==> config.mk <==
export PLATFORM = sky130hd
export DESIGN_NAME = uart_rx_fifo
export DESIGN_NICKNAME = d
export VERILOG_FILES = /design/src/rtl/uart_rx_fifo_pkg.sv /design/src/rtl/uart_idle_timer.sv /design/src/rtl/uart_rx_fifo.sv
export SDC_FILE = /design/constraint.sdc
export NUM_CORES = 1
export LEC_CHECK = 0
export BUFFER_PORTS_ARGS = -buffer_cell sky130_fd_sc_hd__buf_2
export CORE_MARGIN = 3
export CORE_UTILIZATION = 40
export CTS_CLUSTER_DIAMETER = 30
export CTS_CLUSTER_SIZE = 40
export DETAILED_ROUTE_END_ITERATION = 6
export GPL_TIMING_DRIVEN = 0
export PLACE_DENSITY = 0.7
export SKIP_CTS_REPAIR_TIMING = 1
export SLEW_MARGIN = 0
export SYNTH_ARGS = -nofsm -noshare
export SYNTH_HDL_FRONTEND = slang
export SYNTH_SLANG_ARGS = --single-unit
==> constraint.sdc <==
create_clock -name clk -period 2.4 [get_ports clk]
set_clock_uncertainty 0.05 [all_clocks]
set_input_delay 0 -clock clk [delete_from_list [all_inputs] [get_ports clk]]
set_output_delay 0 -clock clk [all_outputs]
set_load 0.01 [all_outputs]
==> src/rtl/uart_rx_fifo_pkg.sv <==
// ---------------------------------------------------------------------------
// uart_rx_fifo_pkg
//   Constants and helpers shared by the UART receive buffer and its idle
//   timer.
//   UART_FRAME_BITS : line bits per character (start + 8 data + stop).
//   idle_cycles()   : clocks spanning a number of character times, used as
//                     the default idle threshold.
// ---------------------------------------------------------------------------
package uart_rx_fifo_pkg;

    localparam int UART_FRAME_BITS = 10;

    // Clocks covering idle_chars whole characters at the given baud rate.
    // The integer division truncates, so a slightly short bit time is used.
    function automatic int idle_cycles(input int clk_hz, input int baud,
                                       input int idle_chars);
        return idle_chars * UART_FRAME_BITS * (clk_hz / baud);
    endfunction

endpackage

==> src/rtl/uart_idle_timer.sv <==
// ---------------------------------------------------------------------------
// uart_idle_timer
//   Reports that the line has gone quiet after traffic. Any event arms the
//   timer and reloads the countdown. idle_strobe pulses for one cycle exactly
//   IDLE_CYCLES cycles after the last event. The timer then disarms until
//   the next event arrives.
//   Ports:
//     clk         in  system clock
//     nrst        in  synchronous active-low reset
//     event_in    in  rx_done or rx_err strobe from the receiver
//     idle_strobe out one-cycle pulse on reaching the idle threshold
// ---------------------------------------------------------------------------
module uart_idle_timer #(
    parameter int IDLE_CYCLES = 20
) (
    input  logic clk,
    input  logic nrst,
    input  logic event_in,
    output logic idle_strobe
);

    localparam int CW = (IDLE_CYCLES > 1) ? $clog2(IDLE_CYCLES) : 1;
    localparam logic [CW-1:0] RELOAD = CW'(IDLE_CYCLES - 1);

    logic          armed;
    logic [CW-1:0] cnt;

    // NOTE: state registers use non-blocking assignments. Every flop then
    // samples the values from before the edge, whatever the block order.
    always_ff @(posedge clk) begin
        if (!nrst) begin
            armed <= 1'b0;
            cnt   <= '0;
        end else if (event_in) begin
            armed <= 1'b1;
            cnt   <= RELOAD;
        end else if (armed) begin
            if (cnt == '0) begin
                armed <= 1'b0;
            end else begin
                cnt <= cnt - CW'(1);
            end
        end
    end

    // The pulse decodes straight from flops and lasts one cycle, because
    // the zero count disarms the timer on the following edge. A new event
    // in the strobe cycle rearms the timer without suppressing the pulse.
    assign idle_strobe = armed && (cnt == '0);

endmodule

==> src/rtl/uart_rx_fifo.sv <==
// ---------------------------------------------------------------------------
// uart_rx_fifo
//   Buffers the bytes of a UART receiver in a circular FIFO. The FIFO has a
//   first-word-fall-through valid/ready read side. The block also keeps
//   overflow and framing-error statistics and flags the end of a packet
//   when the line goes idle.
//   Ports:
//     clk           in  system clock
//     nrst          in  synchronous active-low reset
//     rx_data[7:0]  in  received byte, qualified by rx_done
//     rx_done       in  strobe: rx_data is a good byte
//     rx_err        in  strobe: framing error
//     out_data[7:0] out head-of-FIFO byte, meaningful while out_valid=1
//     out_valid     out FIFO non-empty
//     out_ready     in  consumer takes out_data this cycle
//     fill          out occupancy 0..DEPTH
//     full          out fill == DEPTH
//     overflow      out sticky: a good byte was dropped while full
//     frame_err_cnt out saturating count of rx_err strobes
//     idle_strobe   out one-cycle pulse when the line goes quiet
//     clr_stat      in  clears overflow and frame_err_cnt
// ---------------------------------------------------------------------------
module uart_rx_fifo
    import uart_rx_fifo_pkg::*;
#(
    parameter int DEPTH       = 16,
    parameter int CLK_HZ      = 200_000_000,
    parameter int BAUD        = 9600,
    parameter int IDLE_CHARS  = 3,
    parameter int IDLE_CYCLES = idle_cycles(CLK_HZ, BAUD, IDLE_CHARS)
) (
    input  logic                     clk,
    input  logic                     nrst,
    input  logic [7:0]               rx_data,
    input  logic                     rx_done,
    input  logic                     rx_err,
    output logic [7:0]               out_data,
    output logic                     out_valid,
    input  logic                     out_ready,
    output logic [$clog2(DEPTH):0]   fill,
    output logic                     full,
    output logic                     overflow,
    output logic [7:0]               frame_err_cnt,
    output logic                     idle_strobe,
    input  logic                     clr_stat
);

    localparam int PW = $clog2(DEPTH);
    localparam int FW = PW + 1;

    logic [7:0]    mem [DEPTH];
    logic [PW-1:0] wr_ptr;
    logic [PW-1:0] rd_ptr;

    logic push_req;
    logic push_ok;
    logic pop;

    // A framing error overrides a simultaneous rx_done, so the byte is never
    // stored.
    assign push_req = rx_done && !rx_err;
    assign pop      = out_valid && out_ready;
    // A full FIFO always has out_valid set. A pop in the same cycle frees
    // the slot the push needs.
    assign push_ok  = push_req && (!full || pop);

    assign out_valid = (fill != '0);
    assign full      = (fill == FW'(DEPTH));
    assign out_data  = mem[rd_ptr];

    // NOTE: the storage array has no reset. Stale entries are never visible
    // because out_valid masks them. A reset here would turn the RAM into
    // DEPTH*8 resettable flops.
    always_ff @(posedge clk) begin
        if (push_ok) begin
            mem[wr_ptr] <= rx_data;
        end
    end

    // Pointers wrap naturally at DEPTH, a power of two. Occupancy is kept in
    // the wider fill counter.
    always_ff @(posedge clk) begin
        if (!nrst) begin
            wr_ptr <= '0;
            rd_ptr <= '0;
            fill   <= '0;
        end else begin
            if (push_ok) begin
                wr_ptr <= wr_ptr + PW'(1);
            end
            if (pop) begin
                rd_ptr <= rd_ptr + PW'(1);
            end
            case ({push_ok, pop})
                2'b10:   fill <= fill + FW'(1);
                2'b01:   fill <= fill - FW'(1);
                default: fill <= fill;
            endcase
        end
    end

    // Statistics. clr_stat takes priority over events in the same cycle.
    always_ff @(posedge clk) begin
        if (!nrst) begin
            overflow      <= 1'b0;
            frame_err_cnt <= '0;
        end else if (clr_stat) begin
            overflow      <= 1'b0;
            frame_err_cnt <= '0;
        end else begin
            if (push_req && full && !pop) begin
                overflow <= 1'b1;
            end
            if (rx_err && (frame_err_cnt != 8'hFF)) begin
                frame_err_cnt <= frame_err_cnt + 8'd1;
            end
        end
    end

    uart_idle_timer #(
        .IDLE_CYCLES (IDLE_CYCLES)
    ) u_idle_timer (
        .clk         (clk),
        .nrst        (nrst),
        .event_in    (rx_done || rx_err),
        .idle_strobe (idle_strobe)
    );

endmodule

# == Word level (Yosys, flattened, before mapping) ==
# Memories as Yosys holds them, arrays and structs flattened. A register that Yosys moved wholly into a read port is not among the register bits.
# Cells that the tools add are included.
# W data, S select, Z words.
# classes
addsub,6
eq_ne,5
mux,11
bitwise_logic,2
reduce_logical,20
# op_table
operator,n
$mux W20,3
$logic_not A20 Y1,1
$sub A20 B1 Y20 const B,1
$pmux W5 S2,1
$add A4 B1 Y4 const B,2
$add A8 B1 Y8 const B,1
$mux W4,2
$ne A8 B8 Y1 const B,1
$logic_and A1 B1 Y1,7
$add A5 B1 Y5 const B,1
$eq A5 B5 Y1 const B,1
$mux W1,5
$reduce_bool A5 Y1,1
$sub A5 B1 Y5 const B,1
$reduce_and A2 Y1,2
$reduce_bool A2 Y1,2
$reduce_or A2 Y1,2
$logic_not A1 Y1,3
$eq A2 B1 Y1 const B,1
$eq A2 B2 Y1 const B,1
$logic_or A1 B1 Y1,2
$ne A2 B1 Y1 const B,1
$not A1 Y1,2
# totals
reg_bits,43
ram_bits,128
in_bits,14
output_inout_bits,25
elab_cells,53
memories,1
# memory_table
name,depth,width,read_ports,rd_ports_with_merged_regs,wr,line,source
mem,16,8,1,1,1,uart_rx_fifo.sv:51,logic [7:0] mem [DEPTH];

# == Longest topological paths before layout ==
# Gate-level depths: netlist of run 1.
# depth
depth_word,6
depth_mapped,9
mapped_depth_nobuf,9

# == Hierarchy ==
# From an unflattened synthesis of run 1, not the netlist that was laid out.
# unflattened
cells_unflattened,456
hier_area_um2,7327.0
# by_module_without_submodules
mod,instances,cells_per_inst,area_per_inst_um2,seq_area_each_um2
uart_rx_fifo,1,335,6182.2,4364.2
uart_idle_timer,1,121,1144.8,420.4

# == Worst setup path after synthesis of run 1 ==
# No wires, ideal clock.
# synth_path
kind,reg-to-reg
start,register fill[0]
end,register fill[4]
setup_time_ps,131
arrival_ps,2132
t_required_ps,2219
slack_ps,87
stages_incl_launch_ff,10
n_path_buf,0
period_less_slack_ps,2313
cell_sequence,dfxtp_1 or4_4 o211ai_2 inv_1 ha_1 nor2b_1 o21ai_0 nor2b_1 a41oi_1 nand4_1
# synth_between
elab_chain_cells,6
elab_cells_between_ends,12
cone_classes,add/sub: 2; eq/ne: 3; mux: 1; reduce/logical: 6
# synth_rtl
element,line,source
start: declaration,uart_rx_fifo.sv:40,"output logic [$clog2(DEPTH):0] fill,"
start signal: assignment,uart_rx_fifo.sv:95,2'b10: fill <= fill + FW'(1);
start signal: assignment,uart_rx_fifo.sv:96,2'b01: fill <= fill - FW'(1);
start signal: assignment,uart_rx_fifo.sv:97,default: fill <= fill;
$eq A5 B5 Y1 / $reduce_bool A5 Y1 (equally long branches),"uart_rx_fifo.sv:68, uart_rx_fifo.sv:67",
$logic_not A1 Y1 / $logic_and A1 B1 Y1 (equally long branches),"uart_rx_fifo.sv:65, uart_rx_fifo.sv:62",
$logic_or A1 B1 Y1,uart_rx_fifo.sv:65,assign push_ok = push_req && (!full || pop);
$logic_and A1 B1 Y1,uart_rx_fifo.sv:65,
$eq A2 B1 Y1 / $eq A2 B2 Y1 (equally long branches),uart_rx_fifo.sv:94,"case ({push_ok, pop})"
$pmux W5 S2 / $reduce_bool A2 Y1 (equally long branches),-,
# Several ways; a longest one is shown, not always the timed one.
# A chain may end at the register's enable or synchronous reset.

==> impl_summary.log, run 1 <==
INFO  metric synth.distinct_cells = 45
INFO  metric syn_avg_cell_area = 15.50 sq um
INFO  metric fin_nets = 558
INFO  metric synth_top_flop_cell = sky130_fd_sc_hd__edfxtp_1
INFO  metric area_growth_syn_to_layout = 18.25%
INFO  metric outcome = finished, final reports clean
INFO  metric grt_antenna_before_repair = 0
INFO  metric die_height = 140.2 um
INFO  metric maxClockFrequency = 419.8 MHz
INFO  metric synth_enable_flop_cells = 128
INFO  metric cts-root-to-sink-buffers = 2
INFO  metric setup_violations = 0
INFO  metric detailroute.via_count = 4,157
INFO  metric min_path_type = in -> reg
INFO  metric share_of_the_clock_period_used_by_the_worst_path = 0.9925
INFO  metric critical_path_class = reg -> out
INFO  metric yosysWarnings = 0
INFO  metric mostFrequentLayoutCell = sky130_fd_sc_hd__edfxtp_1
INFO  metric postSynth.asyncResetShare = 0
INFO  metric grt_max_degree = 17
INFO  metric timing.critical_path.from_type = register
INFO  metric synth.ff_latch_count = 175
INFO  metric clock-root-buffer = sky130_fd_sc_hd__clkbuf_16
INFO  metric wire_length_of_the_first_global_routing_pass = 23,050 um
INFO  metric crit_required = 2350 ps
INFO  metric cts_max_level = 4
INFO  metric floorplan.initialDensity = 0.4123
INFO  metric place.port_buffers = 36
INFO  metric min_delay_worst_endpoint = frame_err_cnt[7]
INFO  metric globalRoute.totalOverflow = 0
INFO  metric maxCapViolations = 0
INFO  metric sequential_area_share_after_synthesis = 0.6640
INFO  metric grt_pass1_vias = 4,190
INFO  metric holdWs = 27.65 ps
INFO  metric mappedNetlistNets = 491
INFO  metric clkLatencyLatePin = 420 ps
INFO  metric route.detailed.wl_per_inst = 18.89 um
INFO  metric leakage = 2.756 nW
INFO  metric worst_r2r_path_depth = 9
INFO  metric core_region_area = 17,480 sq um
INFO  metric holdCritStartpoint = rx_err
INFO  metric timing.rr.start = fill[3]
INFO  metric arrival = 2330 ps
INFO  metric postRouteAntennaNets = 0
INFO  metric dp_hpwl = 9740 um
INFO  metric post_route_non_filler_standard_cell_count = 769
INFO  metric wirelength = 14,530 um
INFO  metric placement.setup.worst_slack = -546.4 ps
INFO  metric antennaDiodeCount = 0
INFO  metric rows = 48
INFO  metric timing.final.ws_setup = 18.10 ps
INFO  metric max_slew.worst_pin.slew = 757.2 ps
INFO  metric maximum_fanout_count_along_the_critical_path = 10
INFO  metric r2r_end = fill[4]
INFO  metric slew_viol_final = 0
INFO  metric fillers = 1,456
INFO  metric pwr_density_cell = 944.3 nW/um^2
INFO  metric via_cell_ratio = 5.406
INFO  metric cts_buffers = 17
INFO  metric hold_path_depth = 5
INFO  metric vdd_drop_max = 0.6750 mV
INFO  metric final_layout_size_suffix_gt1_frac = 0.2721
INFO  metric report.power.total = 0.008046 W
INFO  metric reg2reg_setup_slack = 70 ps
INFO  metric post_synth_instance_area = 7206 sq um
INFO  metric most-common-layout-cells = 128 x sky130_fd_sc_hd__edfxtp_1, 43 x sky130_fd_sc_hd__dfxtp_1, 40 x sky130_fd_sc_hd__mux4_2
INFO  metric finalWorstPathRequiredPeriod = 2382 ps
INFO  metric detailed_router_iteration_count_before_antenna_repair = 4
INFO  metric detail_route.drc_violations = 0
INFO  metric drt_first_iter_violations = 295
INFO  metric post-route-util = 0.4875
INFO  metric io_pins = 39
INFO  metric postSynthCellCount = 465
INFO  metric dp_cells = 726
INFO  metric crit_path_end_kind = output port
INFO  metric global_route.usage.total = 0.1526
INFO  metric place_congestion = 0.8251
INFO  metric fp.dieW = 140.2 um
INFO  metric cts_tree = built
INFO  metric clock_sinks = 175
INFO  metric design.die.area = 19,660 sq um
INFO  metric cts.clk_slew.worst_paths = 60 ps
INFO  metric max_slew_margin = 0.4952
INFO  metric final_hold_violation_count = 0
## Yosys cell counts, types with 3 or more instances
cell / n / area share
sky130_fd_sc_hd__nand2b_1: 6 / 0.0052
sky130_fd_sc_hd__o211ai_1: 3 / 0.0031
sky130_fd_sc_hd__xor2_1: 9 / 0.011
sky130_fd_sc_hd__nand4_1: 10 / 0.0087
sky130_fd_sc_hd__buf_2: 4 / 0.0028
sky130_fd_sc_hd__nand2_1: 16 / 0.0083
sky130_fd_sc_hd__ha_1: 11 / 0.019
sky130_fd_sc_hd__clkbuf_1: 12 / 0.0063
sky130_fd_sc_hd__nor3_1: 16 / 0.011
sky130_fd_sc_hd__nand3_1: 8 / 0.0056
sky130_fd_sc_hd__dfxtp_1: 47 / 0.13
sky130_fd_sc_hd__mux4_2: 40 / 0.13
sky130_fd_sc_hd__a31oi_1: 3 / 0.0026
sky130_fd_sc_hd__nor4_1: 6 / 0.0052
sky130_fd_sc_hd__mux2i_1: 5 / 0.0069
sky130_fd_sc_hd__edfxtp_1: 128 / 0.53
sky130_fd_sc_hd__xnor2_1: 20 / 0.024
sky130_fd_sc_hd__inv_1: 15 / 0.0078
sky130_fd_sc_hd__a21oi_1: 17 / 0.012
sky130_fd_sc_hd__nor2b_1: 4 / 0.0035
sky130_fd_sc_hd__nor2_1: 48 / 0.025
sky130_fd_sc_hd__o21ai_0: 6 / 0.0042
## worst max path at each step
stage | startpoint | endpoint | slack, ps
final | register | out_data[1] | 20
after global routing | fill[4] | mem[14][3] | -20
after CTS | fill[1] | mem[0][3] | -560
after detailed placement | fill[1] | mem[0][3] | -550
after global placement | fill[1] | mem[3][3] | -440
after floorplan | fill[0] | fill[4] | 90
## routing by layer
metal	GRT usage	vias up	routed length [um]
li1	-	1922	-
met1	0.1989	2101	6202
met2	0.2538	122	7362
met3	0.04165	12	793
met4	0.04080	0	171
met5	0	-	0
## sequential cells by signal (all words and copies together) (netlist names), named ones only
register and flops:
mem 128, u_idle_timer.armed 1, frame_err_cnt 8, fill 5, rd_ptr 4, overflow 1, wr_ptr 4, u_idle_timer.cnt 20
## cell type report
cell class              count  area (sq um)  share of cell area
plain buffers              17         98.84             0.01160
repair buffers             49         307.8             0.03612
clock inverters            11         133.9             0.01571
well taps                 225         281.5             0.03304
inverters                  15         56.30            0.006608
flip-flops and latches    175          4792              0.5624
multi-input cells         257          2414              0.2833
clock buffers              20         436.7             0.05125
## stage by stage
stage | area (sq um) | TNS (ps)
finish | 8521 | 0
global route | 8521 | -166.0
CTS | 8238 | -35330
detailed placement | 7667 | -31170
global placement | 7667 | -20700
floorplan | 7206 | 0
## power by group
part	internal [W]	switching [W]	total, W
Clock	0.00154	0.00112	0.00266
Combinational	0.000953	0.000926	0.00188
Sequential	0.00336	0.000142	0.00350
Total	0.00585	0.00219	0.00805
## cell families (layout without fill, tap and decap cells)
kind of cell | after synthesis | count (layout) | share of synthesized area
DFF | 175 | 175 | 0.6640
and+or+nand+nor | 129 | 129 | 0.09116
muxes | 45 | 45 | 0.1320
AOI/OAI and AO/OA | 42 | 42 | 0.03785
buffers and inverters | 33 | 112 | 0.01788
xor gates and xnor gates | 29 | 29 | 0.03525
adders and majority gates | 12 | 12 | 0.02188
## worst max-delay path: stages, from the launching register on
cell and delay, ps:
sky130_fd_sc_hd__dfxtp_1 450, sky130_fd_sc_hd__buf_2 360, sky130_fd_sc_hd__mux4_2 390, sky130_fd_sc_hd__mux4_2 540, sky130_fd_sc_hd__buf_2 170
No activity file was read; power rests on OpenSTA's default activity.
==> inputs of run 2 (changes only) <==
--- a/config.mk
+++ b/config.mk
@@ -5,6 +5,7 @@
 export SDC_FILE = /design/constraint.sdc
 export NUM_CORES = 1
 export LEC_CHECK = 0
+export ABC_AREA = 1
 export BUFFER_PORTS_ARGS = -buffer_cell sky130_fd_sc_hd__buf_2
 export CORE_MARGIN = 3
 export CORE_UTILIZATION = 40
==> run 2 against run 1 <==
  * Die area increased by 7.9%
  * First-iteration DRC count increased by 32%
  * Utilization decreased by 0.62 points
  * Setup slack improved by 89 ps
  * Worst hold slack improved by 310 ps
  * Critical path depth increased by 4
  * Critical path type unchanged
==> impl_summary.log, run 2 <==
INFO  metric outcome = finished, final reports clean
INFO  metric fin_tns_setup = 0 ps (unchanged)
INFO  metric critical_path_class = reg -> out
INFO  metric mostFrequentLayoutCell = sky130_fd_sc_hd__edfxtp_1
INFO  metric finalWorstPathRequiredPeriod = 2293 ps (-89.29 ps)
INFO  metric hold_path_depth = 5 (unchanged)
INFO  metric post_synth_instance_area = 7797 sq um (+8.2%)
INFO  metric share_of_the_clock_period_used_by_the_worst_path = 0.9553 (-0.03721)
INFO  metric post_synth_most_frequent_cells = 128 x sky130_fd_sc_hd__edfxtp_1, 89 x sky130_fd_sc_hd__nand2_1, 78 x sky130_fd_sc_hd__inv_1, 75 x sky130_fd_sc_hd__nor2_1, 57 x sky130_fd_sc_hd__a21oi_1
INFO  metric largest_register_ffs = 128 (unchanged)
INFO  metric maxClockFrequency = 436.2 MHz (+3.9%)
INFO  metric wirelength = 17,000 um (+17%)
INFO  metric vdd_drop_max = 0.5756 mV (-15%)
INFO  metric dp_cells = 1,027 (+41%)
INFO  metric via_cell_ratio = 5.068 (-6.2%)
INFO  metric rows = 50 (+4.2%)
INFO  metric worst_r2r_path_depth = 6 (-3)
INFO  metric postRouteAntennaNets = 0 (unchanged)
INFO  metric endpoint_of_the_worst_setup_timing_path = out_data[5]
INFO  metric largest_register = mem
INFO  metric critPathTopFamily = buffers and inverters
INFO  metric place.port_buffers = 38 (+5.6%)
INFO  metric antennaDiodeCount = 0 (unchanged)
INFO  metric r2r_end = mem[7][1]
INFO  metric clock-root-buffer = sky130_fd_sc_hd__clkbuf_16
INFO  metric clkLatencyLatePin = 430 ps (about the same)
INFO  metric postSynthCellCount = 729 (+57%)
INFO  metric max_slew.worst_pin.slew = 848.8 ps (+91.57 ps)
INFO  metric rsz0062_at_grt = no
INFO  metric synth.distinct_cells = 42 (-6.7%)
INFO  metric synth_enable_flop_cells = 128 (unchanged)
INFO  metric drt_first_iter_violations = 389 (+32%)
INFO  metric detail_route.drc_violations = 0 (unchanged)
INFO  metric timing.critical_path.from_type = register
INFO  metric fp.dieW = 145.6 um (+3.9%)
INFO  metric postSynth.asyncResetShare = 0 (unchanged)
INFO  metric design.die.area = 21,210 sq um (+7.9%)
INFO  metric grt_pass1_vias = 5,117 (+22%)
INFO  metric timing.rr.start = fill[3]
INFO  metric detailroute.via_count = 5,443 (+31%)
INFO  metric place_congestion = 0.8745 (+6.0%)
INFO  metric cts_buffers = 17 (unchanged)
INFO  metric maxCapViolations = 0 (unchanged)
INFO  metric slew_viol_final = 0 (unchanged)
INFO  metric area_growth_syn_to_layout = 17.03%
INFO  metric sequential_area_share_after_synthesis = 0.6136 (-0.05040)
INFO  metric yosysWarnings = 0 (unchanged)
INFO  metric die_height = 145.6 um (+3.9%)
INFO  metric clock_sinks = 175 (unchanged)
INFO  metric setup_violations = 0 (unchanged)
INFO  metric synth_top_flop_cell = sky130_fd_sc_hd__edfxtp_1
INFO  metric worstPathCellList = buf_2 > clkbuf_1 > a21oi_1 > o21ai_0 > o21ai_0 > o211ai_1 > nand2_1 > buf_2
INFO  metric biggestRegsByFlops = mem (128), u_idle_timer.cnt (20), frame_err_cnt (8)
INFO  metric dp_hpwl = 11,480 um (+18%)
INFO  metric wire_length_of_the_first_global_routing_pass = 26,590 um (+15%)
INFO  metric mappedNetlistNets = 755 (+54%)
INFO  metric synth_top_area_share = 0.4929 (-0.04049)
INFO  metric synth.area.top_cells = sky130_fd_sc_hd__edfxtp_1 49%, sky130_fd_sc_hd__dfxtp_1 12%, sky130_fd_sc_hd__nand2_1 4.3%, sky130_fd_sc_hd__mux2i_1 4.1%, sky130_fd_sc_hd__inv_1 3.8%
INFO  metric grt_antenna_before_repair = 0 (unchanged)
INFO  metric timing.final.ws_setup = 107.4 ps (+89.29 ps)
INFO  metric pwr_density_cell = 897.9 nW/um^2 (-4.9%)
INFO  metric cts_max_level = 4 (unchanged)
INFO  metric post_route_non_filler_standard_cell_count = 1,074 (+40%)
INFO  metric cts.clk_slew.worst_paths = 70 ps (about the same)
INFO  metric arrival = 2240 ps (-90 ps)
INFO  metric leakage = 3.395 nW (+23%)
INFO  metric route.detailed.wl_per_inst = 15.82 um (-16%)
INFO  metric crit_path_end_kind = output port
INFO  metric crit_slowest_cell = sky130_fd_sc_hd__clkbuf_1
INFO  metric fin_nets = 827 (+48%)
INFO  metric floorplan.initialDensity = 0.4114 (-0.0009464)
INFO  metric synth.ff_latch_count = 175 (unchanged)
INFO  metric min_path_type = in -> reg
INFO  metric cts-root-to-sink-buffers = 2 (unchanged)
INFO  metric most-common-layout-cells = 128 x sky130_fd_sc_hd__edfxtp_1, 88 x sky130_fd_sc_hd__nand2_1, 76 x sky130_fd_sc_hd__inv_1
INFO  metric cts_tree = built
INFO  metric detailed_router_iteration_count_before_antenna_repair = 5 (+1)
INFO  metric global_route.usage.total = 0.1600 (+0.007379)
INFO  metric io_pins = 39 (unchanged)
INFO  metric timing.critical_path.depth = 8 (+4)
INFO  metric holdWs = 340.6 ps (+312.9 ps)
INFO  metric final_layout_size_suffix_gt1_frac = 0.1437 (-0.1283)
INFO  metric reg2reg_setup_slack = 110 ps (+40 ps)
INFO  metric post-synth-top-count-cell = sky130_fd_sc_hd__edfxtp_1
INFO  metric crit_required = 2350 ps (about the same)
INFO  metric grt_max_degree = 20 (+3)
INFO  metric cp_num_buf_inv = 3 (+1)
INFO  metric final_hold_violation_count = 0 (unchanged)
INFO  metric syn_avg_cell_area = 10.70 sq um (-31%)
INFO  metric core_region_area = 18,960 sq um (+8.5%)
INFO  metric globalRoute.totalOverflow = 0 (unchanged)
INFO  metric max_slew_margin = 0.4321 (-0.06314)
INFO  metric critical_path.max_stage_delay = 470 ps (-70 ps)
INFO  metric placement.setup.worst_slack = 68.44 ps (+614.9 ps)
INFO  metric maximum_fanout_count_along_the_critical_path = 10 (unchanged)
INFO  metric post-synth-top-area-cell = sky130_fd_sc_hd__edfxtp_1
==> run 2: metal layers <==
| metal | global-route usage | part of all wire |
|---|---|---|
| met3 | 0.03706 | 0.069 |
| met4 | 0.05745 | 0.018 |
| met5 | 0 | 0 |
| met2 | 0.2491 | 0.46 |
| met1 | 0.2205 | 0.46 |
==> run 2: worst reg2reg max path, delay by kind of cell (launching register included) <==
family / cells / cell delay (ps)
AND/OR/NAND/NOR: 5 / 1190
flip-flops: 1 / 430
AO/OA/AOI/OAI: 1 / 240
==> run 2: worst min path at each step <==
stage	start	to	slack, ps
global placement	clr_stat	frame_err_cnt[1]	230
floorplan	rx_data[0]	mem[0][0]	50
finish	clr_stat	frame_err_cnt[1]	340
detailed placement	clr_stat	frame_err_cnt[1]	240
CTS	clr_stat	frame_err_cnt[1]	-220
global route	clr_stat	frame_err_cnt[1]	360
==> run 2: cell families (layout without fill, tap and decap cells) <==
family / Yosys count / in the layout / share of synthesized area
adders and majority gates: 12 / 12 / 0.02022
xor gates and xnor gates: 16 / 16 / 0.01797
and+or+nand+nor: 235 / 235 / 0.1372
DFF: 175 / 175 / 0.6136
buffers and inverters: 108 / 193 / 0.05921
AOI/OAI and AO/OA: 151 / 151 / 0.1107
muxes: 32 / 32 / 0.04108
==> run 2: final cells by class <==
type	count	area, sq um
Fill cell	1717	9831
Sequential cell	175	4786
Multi-Input combinational cell	446	2586
Clock buffer	17	425.4
Timing Repair Buffer	53	335.3
Tap cell	260	325.3
Inverter	81	306.5
Clock inverter	15	205.2
Buffer	27	155.1
==> run 2: power by group <==
group          internal [W]  switching [W]
clock network       0.00161        0.00131
registers           0.00334      0.0000862
logic              0.000695        0.00116
==> run 2: metrics by stage <==
step                        util  cell area, sq um  power [W]
after floorplan                -              7797   0.004667
after global placement    0.4385              8313   0.005197
after detailed placement  0.4385              8313   0.005229
after CTS                 0.4718              8944   0.008112
after global routing      0.4814              9125   0.008523
final                     0.4814              9125   0.008194
==> inputs of run 3 (changes only) <==
--- a/config.mk
+++ b/config.mk
@@ -10,9 +10,7 @@
 export CORE_MARGIN = 3
 export CORE_UTILIZATION = 40
 export CTS_CLUSTER_DIAMETER = 30
-export CTS_CLUSTER_SIZE = 40
 export DETAILED_ROUTE_END_ITERATION = 6
-export GPL_TIMING_DRIVEN = 0
 export PLACE_DENSITY = 0.7
 export SKIP_CTS_REPAIR_TIMING = 1
 export SLEW_MARGIN = 0
==> run 3 against run 2 <==
  * The flow now finishes with violations (negative hold slack)
  * Maximum frequency increased by 4.1%
  * Via count decreased by 2.6%
  * Register-to-register slack improved by 120 ps
  * Worst hold slack got worse by 360 ps
  * Critical path depth decreased by 2
  * Final area decreased by 0.70%
  * Global-route usage decreased by 1.1 points
  * Die area unchanged
  * First-iteration DRC count decreased by 35%
  * Combinational power decreased by 13%
  * Utilization decreased by 0.34 points
==> impl_summary.log, run 3 (same netlist as run 2, synthesis figures left out) <==
INFO  metric outcome = finished, violations left
INFO  metric violations = negative hold slack
INFO  metric maxClockFrequency = 453.9 MHz (+4.1%)
INFO  metric share_of_the_clock_period_used_by_the_worst_path = 0.9179 (-0.03736)
INFO  metric clkLatencyLatePin = 420 ps (about the same)
INFO  metric largest_register_ffs = 128 (unchanged)
INFO  metric core_region_area = 18,960 sq um (unchanged)
INFO  metric largest_register = mem
INFO  metric grt_pass1_vias = 5,136 (+0.37%)
INFO  metric crit_path_end_kind = output port
INFO  metric cts_tree = built
INFO  metric fin_nets = 819 (-0.97%)
INFO  metric leakage = 3.409 nW (+0.41%)
INFO  metric final_hold_violation_count = 1 (+1)
INFO  metric max_slew.worst_pin.slew = 502.6 ps (-346.2 ps)
INFO  metric finalWorstPathRequiredPeriod = 2203 ps (-89.67 ps)
INFO  metric global_route.usage.total = 0.1493 (-0.01062)
INFO  metric rows = 50 (unchanged)
INFO  metric reg2reg_setup_slack = 230 ps (+120 ps)
INFO  metric worst_r2r_path_depth = 15 (+9)
INFO  metric mostFrequentLayoutCell = sky130_fd_sc_hd__edfxtp_1
INFO  metric biggestRegsByFlops = mem (128), u_idle_timer.cnt (20), frame_err_cnt (8)
INFO  metric io_pins = 39 (unchanged)
INFO  metric maxCapViolations = 0 (unchanged)
INFO  metric place.port_buffers = 38 (unchanged)
INFO  metric wirelength = 15,630 um (-8.0%)
INFO  metric setup_violations = 0 (unchanged)
INFO  metric postRouteAntennaNets = 0 (unchanged)
INFO  metric timing.critical_path.from_type = register
INFO  metric antennaDiodeCount = 0 (unchanged)
INFO  metric clock-root-buffer = sky130_fd_sc_hd__clkbuf_16
INFO  metric cts_buffers = 17 (unchanged)
INFO  metric cts_max_level = 4 (unchanged)
INFO  metric cts-root-to-sink-buffers = 2 (unchanged)
INFO  metric rsz0062_at_grt = no
INFO  metric max_slew_margin = 0.6642 (+0.2322)
INFO  metric via_cell_ratio = 4.971 (-1.9%)
INFO  metric die_height = 145.6 um (unchanged)
INFO  metric holdWs = -18.35 ps (-358.9 ps)
INFO  metric power.share.switching = 0.3054 (-0.006176)
INFO  metric detail_route.drc_violations = 0 (unchanged)
INFO  metric pwr_density_cell = 865.2 nW/um^2 (-3.6%)
INFO  metric fin_tns_setup = 0 ps (unchanged)
INFO  metric grt_max_degree = 46 (+130%)
INFO  metric maximum_fanout_count_along_the_critical_path = 45 (+35)
INFO  metric design.die.area = 21,210 sq um (unchanged)
INFO  metric slew_viol_final = 0 (unchanged)
INFO  metric placement.setup.worst_slack = 118.7 ps (+50.28 ps)
INFO  metric final_layout_size_suffix_gt1_frac = 0.1476 (+0.003908)
INFO  metric hold_path_depth = 5 (unchanged)
INFO  metric post-route-util = 0.4780 (-0.003366)
INFO  metric globalRoute.totalOverflow = 0 (unchanged)
INFO  metric power.share.sequential = 0.444 (+0.026)
INFO  metric vdd_drop_max = 0.5878 mV (+2.1%)
INFO  metric dp_hpwl = 10,210 um (-11%)
INFO  metric most-common-layout-cells = 128 x sky130_fd_sc_hd__edfxtp_1, 88 x sky130_fd_sc_hd__nand2_1, 78 x sky130_fd_sc_hd__inv_1
INFO  metric post_route_non_filler_standard_cell_count = 1,066 (-0.74%)
INFO  metric area_growth_syn_to_layout = 16.21%
INFO  metric share_comb_of_total_power = 0.206 (-0.020)
INFO  metric area_occupied_by_multi_input_gates = 2561 sq um (-0.97%)
INFO  metric drt_first_iter_violations = 254 (-35%)
INFO  metric route.detailed.wl_per_inst = 14.67 um (-7.3%)
INFO  metric fillers = 1,680 (-2.2%)
INFO  metric wire_length_of_the_first_global_routing_pass = 25,670 um (-3.4%)
INFO  metric min_path_type = in -> reg
INFO  metric fp.dieW = 145.6 um (unchanged)
INFO  metric place_congestion = 0.8294 (-5.2%)
INFO  metric detailed_router_iteration_count_before_antenna_repair = 5 (unchanged)
INFO  metric grt_antenna_before_repair = 0 (unchanged)
INFO  metric internal_power = 0.005446 W (-3.5%)
INFO  metric arrival = 2150 ps (-90 ps)
INFO  metric dp_cells = 1,022 (-0.49%)
INFO  metric p_switching = 0.002394 W (-6.2%)
INFO  metric timing.final.ws_setup = 197.1 ps (+89.67 ps)
INFO  metric clock_sinks = 175 (unchanged)
INFO  metric detailroute.via_count = 5,299 (-2.6%)
INFO  metric floorplan.initialDensity = 0.4114 (unchanged)
INFO  metric crit_required = 2350 ps (about the same)
INFO  metric area_taken_by_flip_flops_and_latches = 4788 sq um (about the same)
INFO  metric clock_power_share = 0.350 (-0.006)
INFO  metric critical_path_class = reg -> out
INFO  metric cts.clk_slew.worst_paths = 70 ps (about the same)
## run 3: final timing paths
path                            startpoint          end
worst min register to register   rd_ptr[2]    rd_ptr[2]
worst max register to register     fill[0]      fill[4]
worst min-delay path               rx_done     overflow
worst max-delay path              register  out_data[7]
## run 3: power by group through the flow
stage	sequential, W	clock [W]	combinational (W)
after floorplan	0.00348	0	0.00119
after global routing	0.00350	0.00292	0.00183
after detailed placement	0.00355	0	0.00159
after global placement	0.00354	0	0.00156
final	0.00348	0.00274	0.00162
after CTS	0.00348	0.00279	0.00159
## run 3: layout make-up
class / count / share of cell area
sequential: 175 / 0.5284
multi-input combinational: 446 / 0.2827
timing repair buffer: 72 / 0.05385
clock buffer: 17 / 0.04695
tap: 260 / 0.03590
inverter: 81 / 0.03383
clock inverter: 15 / 0.01837
## run 3: layer usage
layer	GRT usage	up-vias	wire [um]
li1	-	2658	-
met1	0.1969	2483	7137
met2	0.2419	140	7333
met3	0.04235	18	930
met4	0.04416	0	231
met5	0	-	0
## run 3: through the flow
step	cell area, sq um	total power [W]	hold WS (ps)
finish	9061	0.007840	-18.35
global route	9061	0.008245	12.30
detailed placement	8339	0.005137	244.1
floorplan	7797	0.004667	48.87
CTS	8931	0.007862	-209.9
global placement	8339	0.005101	230.6
## run 3: critical path: stages (launching register included)
cell                       delay [ps]
sky130_fd_sc_hd__dfxtp_4          630
sky130_fd_sc_hd__buf_12           300
sky130_fd_sc_hd__mux2i_1          220
sky130_fd_sc_hd__o21ai_0          100
sky130_fd_sc_hd__o211ai_1         220
sky130_fd_sc_hd__nand2_1           90
sky130_fd_sc_hd__buf_2            140
